[src/rtl/uart_tx_frame.sv]
// Framed serial transmitter: start bit, LSB-first data, optional parity, 1 or 2 stop bits.
// A one-entry holding register lets the next byte queue up so frames go out back-to-back.
module uart_tx_frame #(
   parameter int CLKS_PER_BIT = 20,
   parameter int DATA_BITS    = 8,
   parameter int PARITY_EN    = 1,
   parameter int PARITY_ODD   = 0,
   parameter int STOP_BITS    = 1
) (
   input  logic                 clk,
   input  logic                 rst,
   input  logic [DATA_BITS-1:0] tx_data,
   input  logic                 tx_valid,
   output logic                 tx_ready,
   output logic                 tx,
   output logic                 busy,
   output logic                 frame_done
);

   typedef enum logic [2:0] {IDLE, START, DATA, PARITY, STOP} state_t;

   localparam logic [7:0] BAUD_LAST = 8'(CLKS_PER_BIT - 1);
   localparam logic [3:0] BIT_LAST  = 4'(DATA_BITS - 1);
   localparam logic       STOP_LAST = (STOP_BITS == 2);
   localparam logic       ODD       = (PARITY_ODD != 0);
   localparam logic       PAR_ON    = (PARITY_EN != 0);

   state_t               state_q, state_d;
   logic [7:0]           baud_cnt_q, baud_cnt_d;
   logic [3:0]           bit_cnt_q, bit_cnt_d;
   logic                 stop_cnt_q, stop_cnt_d;
   logic [DATA_BITS-1:0] shreg_q, shreg_d;
   logic [DATA_BITS-1:0] hold_q, hold_d;
   logic                 hold_full_q, hold_full_d;
   logic                 parity_q, parity_d;
   logic                 tx_q, tx_d;
   logic                 busy_q, busy_d;
   logic                 frame_done_q, frame_done_d;
   logic                 tx_ready_q, tx_ready_d;
   logic                 bit_end;
   logic                 load;
   logic                 accept;

   assign accept = tx_valid & tx_ready_q;

   // NOTE: every signal assigned in this block gets a default first so no path infers a latch.
   always_comb begin
      state_d      = state_q;
      baud_cnt_d   = baud_cnt_q;
      bit_cnt_d    = bit_cnt_q;
      stop_cnt_d   = stop_cnt_q;
      shreg_d      = shreg_q;
      parity_d     = parity_q;
      frame_done_d = 1'b0;
      load         = 1'b0;
      bit_end      = (baud_cnt_q == BAUD_LAST);

      if (state_q != IDLE) begin
         baud_cnt_d = bit_end ? 8'd0 : baud_cnt_q + 8'd1;
      end

      case (state_q)
         IDLE: begin
            load = hold_full_q;
         end
         START: begin
            if (bit_end) begin
               state_d   = DATA;
               bit_cnt_d = 4'd0;
            end
         end
         DATA: begin
            if (bit_end) begin
               if (bit_cnt_q == BIT_LAST) begin
                  state_d    = PAR_ON ? PARITY : STOP;
                  bit_cnt_d  = 4'd0;
                  stop_cnt_d = 1'b0;
               end else begin
                  shreg_d   = shreg_q >> 1;
                  bit_cnt_d = bit_cnt_q + 4'd1;
               end
            end
         end
         PARITY: begin
            if (bit_end) begin
               state_d    = STOP;
               stop_cnt_d = 1'b0;
            end
         end
         STOP: begin
            if (bit_end) begin
               if (stop_cnt_q == STOP_LAST) begin
                  frame_done_d = 1'b1;
                  stop_cnt_d   = 1'b0;
                  state_d      = IDLE;
                  load         = hold_full_q;
               end else begin
                  stop_cnt_d = 1'b1;
               end
            end
         end
         default: state_d = IDLE;
      endcase

      // Parity is frozen at load so the host may refill hold during the frame.
      if (load) begin
         state_d    = START;
         shreg_d    = hold_q;
         parity_d   = (^hold_q) ^ ODD;
         baud_cnt_d = 8'd0;
      end

      case (state_d)
         START:   tx_d = 1'b0;
         DATA:    tx_d = shreg_d[0];
         PARITY:  tx_d = parity_d;
         default: tx_d = 1'b1;
      endcase
      busy_d = (state_d != IDLE);

      hold_d      = accept ? tx_data : hold_q;
      hold_full_d = accept ? 1'b1 : (load ? 1'b0 : hold_full_q);
      tx_ready_d  = ~hold_full_d;
   end

   // NOTE: sequential state uses non-blocking assignments so all flops update from pre-edge values.
   always_ff @(posedge clk) begin
      if (rst) begin
         state_q      <= IDLE;
         baud_cnt_q   <= 8'd0;
         bit_cnt_q    <= 4'd0;
         stop_cnt_q   <= 1'b0;
         shreg_q      <= '0;
         hold_q       <= '0;
         hold_full_q  <= 1'b0;
         parity_q     <= 1'b0;
         tx_q         <= 1'b1;
         busy_q       <= 1'b0;
         frame_done_q <= 1'b0;
         tx_ready_q   <= 1'b1;
      end else begin
         state_q      <= state_d;
         baud_cnt_q   <= baud_cnt_d;
         bit_cnt_q    <= bit_cnt_d;
         stop_cnt_q   <= stop_cnt_d;
         shreg_q      <= shreg_d;
         hold_q       <= hold_d;
         hold_full_q  <= hold_full_d;
         parity_q     <= parity_d;
         tx_q         <= tx_d;
         busy_q       <= busy_d;
         frame_done_q <= frame_done_d;
         tx_ready_q   <= tx_ready_d;
      end
   end

   assign tx         = tx_q;
   assign busy       = busy_q;
   assign frame_done = frame_done_q;
   assign tx_ready   = tx_ready_q;

endmodule

[config.mk]
export PLATFORM = sky130hd
export DESIGN_NAME = uart_tx_frame
export DESIGN_NICKNAME = d
export VERILOG_FILES = /design/src/rtl/uart_tx_frame.sv
export SDC_FILE = /design/constraint.sdc
export NUM_CORES = 1
export LEC_CHECK = 0
export ABC_AREA = 1
export CORE_MARGIN = 2
export CORE_UTILIZATION = 55
export DETAILED_ROUTE_END_ITERATION = 10
export PLACE_DENSITY = 0.82
export REMOVE_ABC_BUFFERS = 1
export SKIP_CTS_REPAIR_TIMING = 1
export SYNTH_ARGS = -nofsm -noshare
export SYNTH_HDL_FRONTEND = slang
export SYNTH_SLANG_ARGS = --single-unit
[constraint.sdc]
create_clock -name clk -period 2.55 [get_ports clk]
set_clock_uncertainty 0.05 [all_clocks]
set_input_delay 0.51 -clock clk [delete_from_list [all_inputs] [get_ports clk]]
set_output_delay 0.51 -clock clk [all_outputs]
set_load 0.05 [all_outputs]
# ---- After elaboration in Yosys (flattened, before gate mapping)
# Cells that the tools add are included.
# Widths: inputs -> output; s select.
dict set report classes {
  mux 31
  n_eq_ne 15
  bitwise 4
  addsub 2
  reduce_logical 13
}
# cell count
set ops {}
lappend ops {{$mux 8} 5}
lappend ops {{$mux 3} 7}
lappend ops {{$pmux 3 s5} 1}
lappend ops {{$eq 3x2->1 const B} 4}
lappend ops {{$mux 4} 3}
lappend ops {{$ne 2x2->1 const B} 6}
lappend ops {{$mux 1} 11}
lappend ops {{$reduce_bool 3->1} 3}
lappend ops {{$add 8x1->8 const B} 1}
lappend ops {{$eq 8x5->1 const B} 1}
lappend ops {{$pmux 4 s2} 1}
lappend ops {{$reduce_xor 8->1} 1}
lappend ops {{$eq 3x1->1 const B} 2}
lappend ops {{$pmux 1 s3} 2}
lappend ops {{$reduce_and 3->1} 2}
lappend ops {{$reduce_bool 2->1} 3}
lappend ops {{$reduce_and 5->1} 1}
lappend ops {{$add 4x1->4 const B} 1}
lappend ops {{$eq 4x3->1 const B} 1}
lappend ops {{$eq 3x3->1 const B} 1}
lappend ops {{$logic_not 3->1} 1}
lappend ops {{$not 1->1} 3}
lappend ops {{$reduce_or 3->1} 1}
lappend ops {{$pmux 1 s2} 1}
lappend ops {{2 further kinds} 2}
dict set report word_totals {
  output_inout_bits 4
  wordCells 78
  reg_bits 38
  in_bits 11
}

# ---- Longest topological paths before layout
dict set report depth {
  ltp_word 7
  mapped_depth 12
  mapped_depth_nobuf 12
}

# ---- Worst setup path before layout
# OpenSTA, ideal clock, no wires.
dict set report synth_timing {
  path_kind {flip-flop to flip-flop}
  start {register baud_cnt_q[0]}
  end {register tx_q (netlist: tx)}
  period_less_slack_ps 1460
  t_required_ps 2381
  setup_time_ps 119
  n_path_buf 1
  path_stages_with_launch 10
  path_slack_ps 1090
  t_arrival_ps 1290
  cell_sequence {dfxtp_1 > ha_1 > nand3_2 > nor2_8 > o21ai_4 > buf_6 > nand2_4 > nand2_1 > nand2_1 > nand3_2}
}
dict set report synth_between {
  elab_chain_cells 6
  word_cells_on_any_way 17
  classes_between {4 x eq/ne; 13 x mux}
}
# item line_no
set synth_lines {}
lappend synth_lines {{start, declared} 29} ;# logic [7:0] baud_cnt_q, baud_cnt_d;
lappend synth_lines {{start signal, assigned} 143} ;# baud_cnt_q <= baud_cnt_d;
lappend synth_lines {{$eq 8x5->1 (*)} 56} ;# bit_end = (baud_cnt_q == BAUD_LAST);
lappend synth_lines {{$mux 3, or another cell as far along} 91} ;# if (bit_end) begin
lappend synth_lines {{$pmux 3 s5 or $pmux 1 s2 (tied branches)} 62} ;# case (state_q)
lappend synth_lines {{$mux 3} 106} ;# if (load) begin
lappend synth_lines {{$eq 3x2->1 or $eq 3x1->1 (tied branches)} 113} ;# case (state_d)
lappend synth_lines {{$pmux 1 s3 (*)} 113}
lappend synth_lines {{end signal, assigned} 150} ;# tx_q <= tx_d;
lappend synth_lines {{end, declared} 36} ;# logic tx_q, tx_d;
# Every way passes the cells marked *; elsewhere a longest branch is shown, timed or not. The select of a mux whose other input is x is not followed.
# A chain may end at the register's enable or synchronous reset.

# ---- Worst setup path in the final report
dict set report layout_timing {
  start {register tx_ready_q (netlist: tx_ready)}
  end {output tx_ready}
}
# item line_no
set layout_lines {}
lappend layout_lines {{start, declared} 39} ;# logic tx_ready_q, tx_ready_d;
lappend layout_lines {{start signal, assigned} 153} ;# tx_ready_q <= tx_ready_d;
lappend layout_lines {{end, declared} 14} ;# output logic tx_ready,
# No word-level cell between the ends.

==> flow_metrics.py <==
metrics = {
    "timing": {
        "fin_setup_tns_ns": 0,
        "setup_viol": 0,
        "fmax_mhz": 490,
        "worst_slew_pin_slew_ns": 0.513,
        "fin_crit_ns": 2.04,
        "period_share_pct": 80.1,
        "hold_ws_ns": 0.439,
        "setup_ws_ns": 0.509,
        "relSlewSlack_pct": 65.8,
        "drv_slew": 0,
        "rsz0062_at_grt": "no",
        "final_hold_viol_count": 0,
    },
    "clock_network": {
        "cts_root_buf": "clkbuf_4",
        "cts_tree": "done",
        "numCtsBuffers": 5,
        "path_clk_slew_ns": 0.10,
        "cts_num_sinks": 37,
        "clk_path_buf_depth": 2,
        "clkLatencyLatePin_ns": 0.35,
        "h-tree-depth": 2,
    },
    "synthesis": {
        "ys_warn_count": 0,
        "synth_cell_types": 28,
        "yosysMostFrequentCell": "nand2_1",
        "netlist_area_um2": 1820,
        "synth_flop_cell": "dfxtp_1",
        "ys_seq_area_share_pct": 40.7,
        "yosys_register_bits": 37,
        "synth.avg_cell_area_um2": 7.06,
        "synthTopCellsByArea": "dfxtp_1 (41%), nand2_1 (13%), nor2_1 (7.0%), o21ai_0 (6.3%), inv_1 (6.0%)",
        "synth_top_cell_area_share_pct": 40.7,
        "yosysTopAreaCell": "dfxtp_1",
        "syn_inst": 258,
        "yosys-top-cells-count": "nand2_1 (63), dfxtp_1 (37), nor2_1 (34)",
        "synth-edff-count": 0,
        "synthArstFlopShare_pct": 0,
    },
    "setup_path": {
        "crit_fanout": 2,
        "slowest_delay_ns": 0.80,
        "path_cells": "clkdlybuf4s50_1",
        "startpoint_type": "flip-flop",
        "crit_slowest_cell": "clkdlybuf4s50_1",
        "critPathRequiredTime_ns": 1.99,
        "crit_type": "flip-flop to output port",
        "critPathBufInv": 1,
        "cp_top_family": "buffers and inverters",
        "end_kind": "output port",
        "worstPathArrival_ns": 1.48,
    },
    "layout": {
        "syn_to_final_growth_pct": 12.9,
        "diodes": 0,
        "nFillCells": 303,
        "layout.nets": 289,
        "drive_gt1_share_pct": 8.33,
        "final_area_um2": 2060,
    },
    "placement": {
        "pre_cts_ws_ns": 0.644,
        "gp_congestion": 0.862,
        "port_buffers": 14,
        "dpl.hpwl_um": 2420,
        "placed_cell_area_um2": 2000,
    },
    "routing": {
        "viasPerCell": 4.99,
        "drcViolationCount": 0,
        "vias": 1597,
        "postRouteAntennaNets": 0,
        "drtIter0Drc": 81,
        "drtPass1Iterations": 4,
        "totalWireLength_um": 3280,
        "wl_per_cell_um": 10.2,
    },
    "pwr": {
        "p_leak_uw": 0.000924,
        "peakVddDrop_mv": 0.365,
        "power_density_nw_per_um2": 552,
        "total_power_uw": 1130,
    },
    "global_route": {
        "antenna_found_initial": 0,
        "grt_usage_pct": 20.8,
        "grt_pass1_vias": 1424,
        "grt_pass1_wl_um": 5730,
        "grt_max_degree": 19,
        "grt-ovfl-total": 0,
    },
    "status": {
        "status": "finished clean",
    },
    "die": {
        "fp.dieArea_um2": 3790,
        "core_um2": 3100,
        "io_pins": 15,
        "dieHeight_um": 61.5,
        "row_count": 20,
        "fp.dieW_um": 61.5,
        "initial_core_util_pct": 58.7,
    },
    "job": {
        "max-cap-violations": 0,
    },
    "hold_path": {
        "hold_class": "flip-flop to flip-flop",
    },
}
[logic make-up after synthesis]
group                      after synthesis  synth area share [%]
xor gates and xnor gates                 8                  3.85
and+or+nand+nor                        125                  30.6
adders and majority gates                2                  1.37
DFF                                     37                  40.7
AOI/OAI and AO/OA                       50                  15.5
buffers and inverters                   36                  7.97
[final cells by class]
| class | count | area [µm²] | share of cell area (%) |
|---|---|---|---|
| tap | 44 | 55.1 | 2.68 |
| clock buffer | 7 | 55.1 | 2.68 |
| sequential | 37 | 741 | 36.0 |
| timing repair buffer | 15 | 148 | 7.18 |
| multi-input combinational | 185 | 935 | 45.5 |
| inverter | 32 | 123 | 5.96 |
[sequential cells by signal (all words and copies together), names as in the netlist]
name	flops
baud_cnt_q	8
hold_q	8
shreg_q	8
bit_cnt_q	4
state_q	3
busy	1
frame_done	1
hold_full_q	1
parity_q	1
tx	1
tx_ready	1
[metrics by stage]
stage / std cells / util (%)
after floorplan: 254 / -
after global placement: 313 / 64.5
after detailed placement: 313 / 64.5
after CTS: 320 / 66.3
after global routing: 320 / 66.3
final: 320 / 66.3
[power by group]
part | internal (µW) | switching (µW) | total [µW]
Combinational | 73.7 | 115 | 188
Sequential | 610 | 22.6 | 633
Clock | 130 | 183 | 313
Total | 814 | 320 | 1130
[layer usage]
metal / vias up / track usage (%) / part of all wire (%)
li1: 858 / - / -
met1: 705 / 24.4 / 47
met2: 29 / 33.7 / 47
met3: 5 / 6.09 / 4.4
met4: 0 / 11.9 / 1.9
met5: - / 0 / 0
[final timing paths]
check	to	depth (start not counted)	from	slack [ns]
max	tx_ready	1	tx_ready$_SDFF_PP1_	0.51
min	shreg_q[3]$_SDFFE_PP0P_	2	hold_q[3]$_SDFFE_PP0P_	0.44
max reg2reg	shreg_q[4]$_SDFFE_PP0P_	7	baud_cnt_q[0]$_SDFFE_PP0P_	0.70
min reg2reg	shreg_q[3]$_SDFFE_PP0P_	2	hold_q[3]$_SDFFE_PP0P_	0.44
[cells in the final DEF (no fill, tap or decap)]
master	n
nand2_1	63
dfxtp_1	37
nor2_1	34
inv_1	29
o21ai_0	23
a21oi_1	20
nand3_1	15
clkdlybuf4s50_1	14
clkbuf_4	5
xor2_1	4
xnor2_1	4
nand2_4	3
nor3_1	3
inv_2	2
nand3_2	2
nor2_2	2
a211oi_1	2
ha_1	2
nand2_2	1
nor2_8	1
o21ai_4	1
o211ai_2	1
nor3_2	1
inv_4	1
o21ai_1	1
o22ai_1	1
a211oi_2	1
clkbuf_1	1
clkbuf_8	1
buf_4	1
Power figures use the tool's default switching activity.
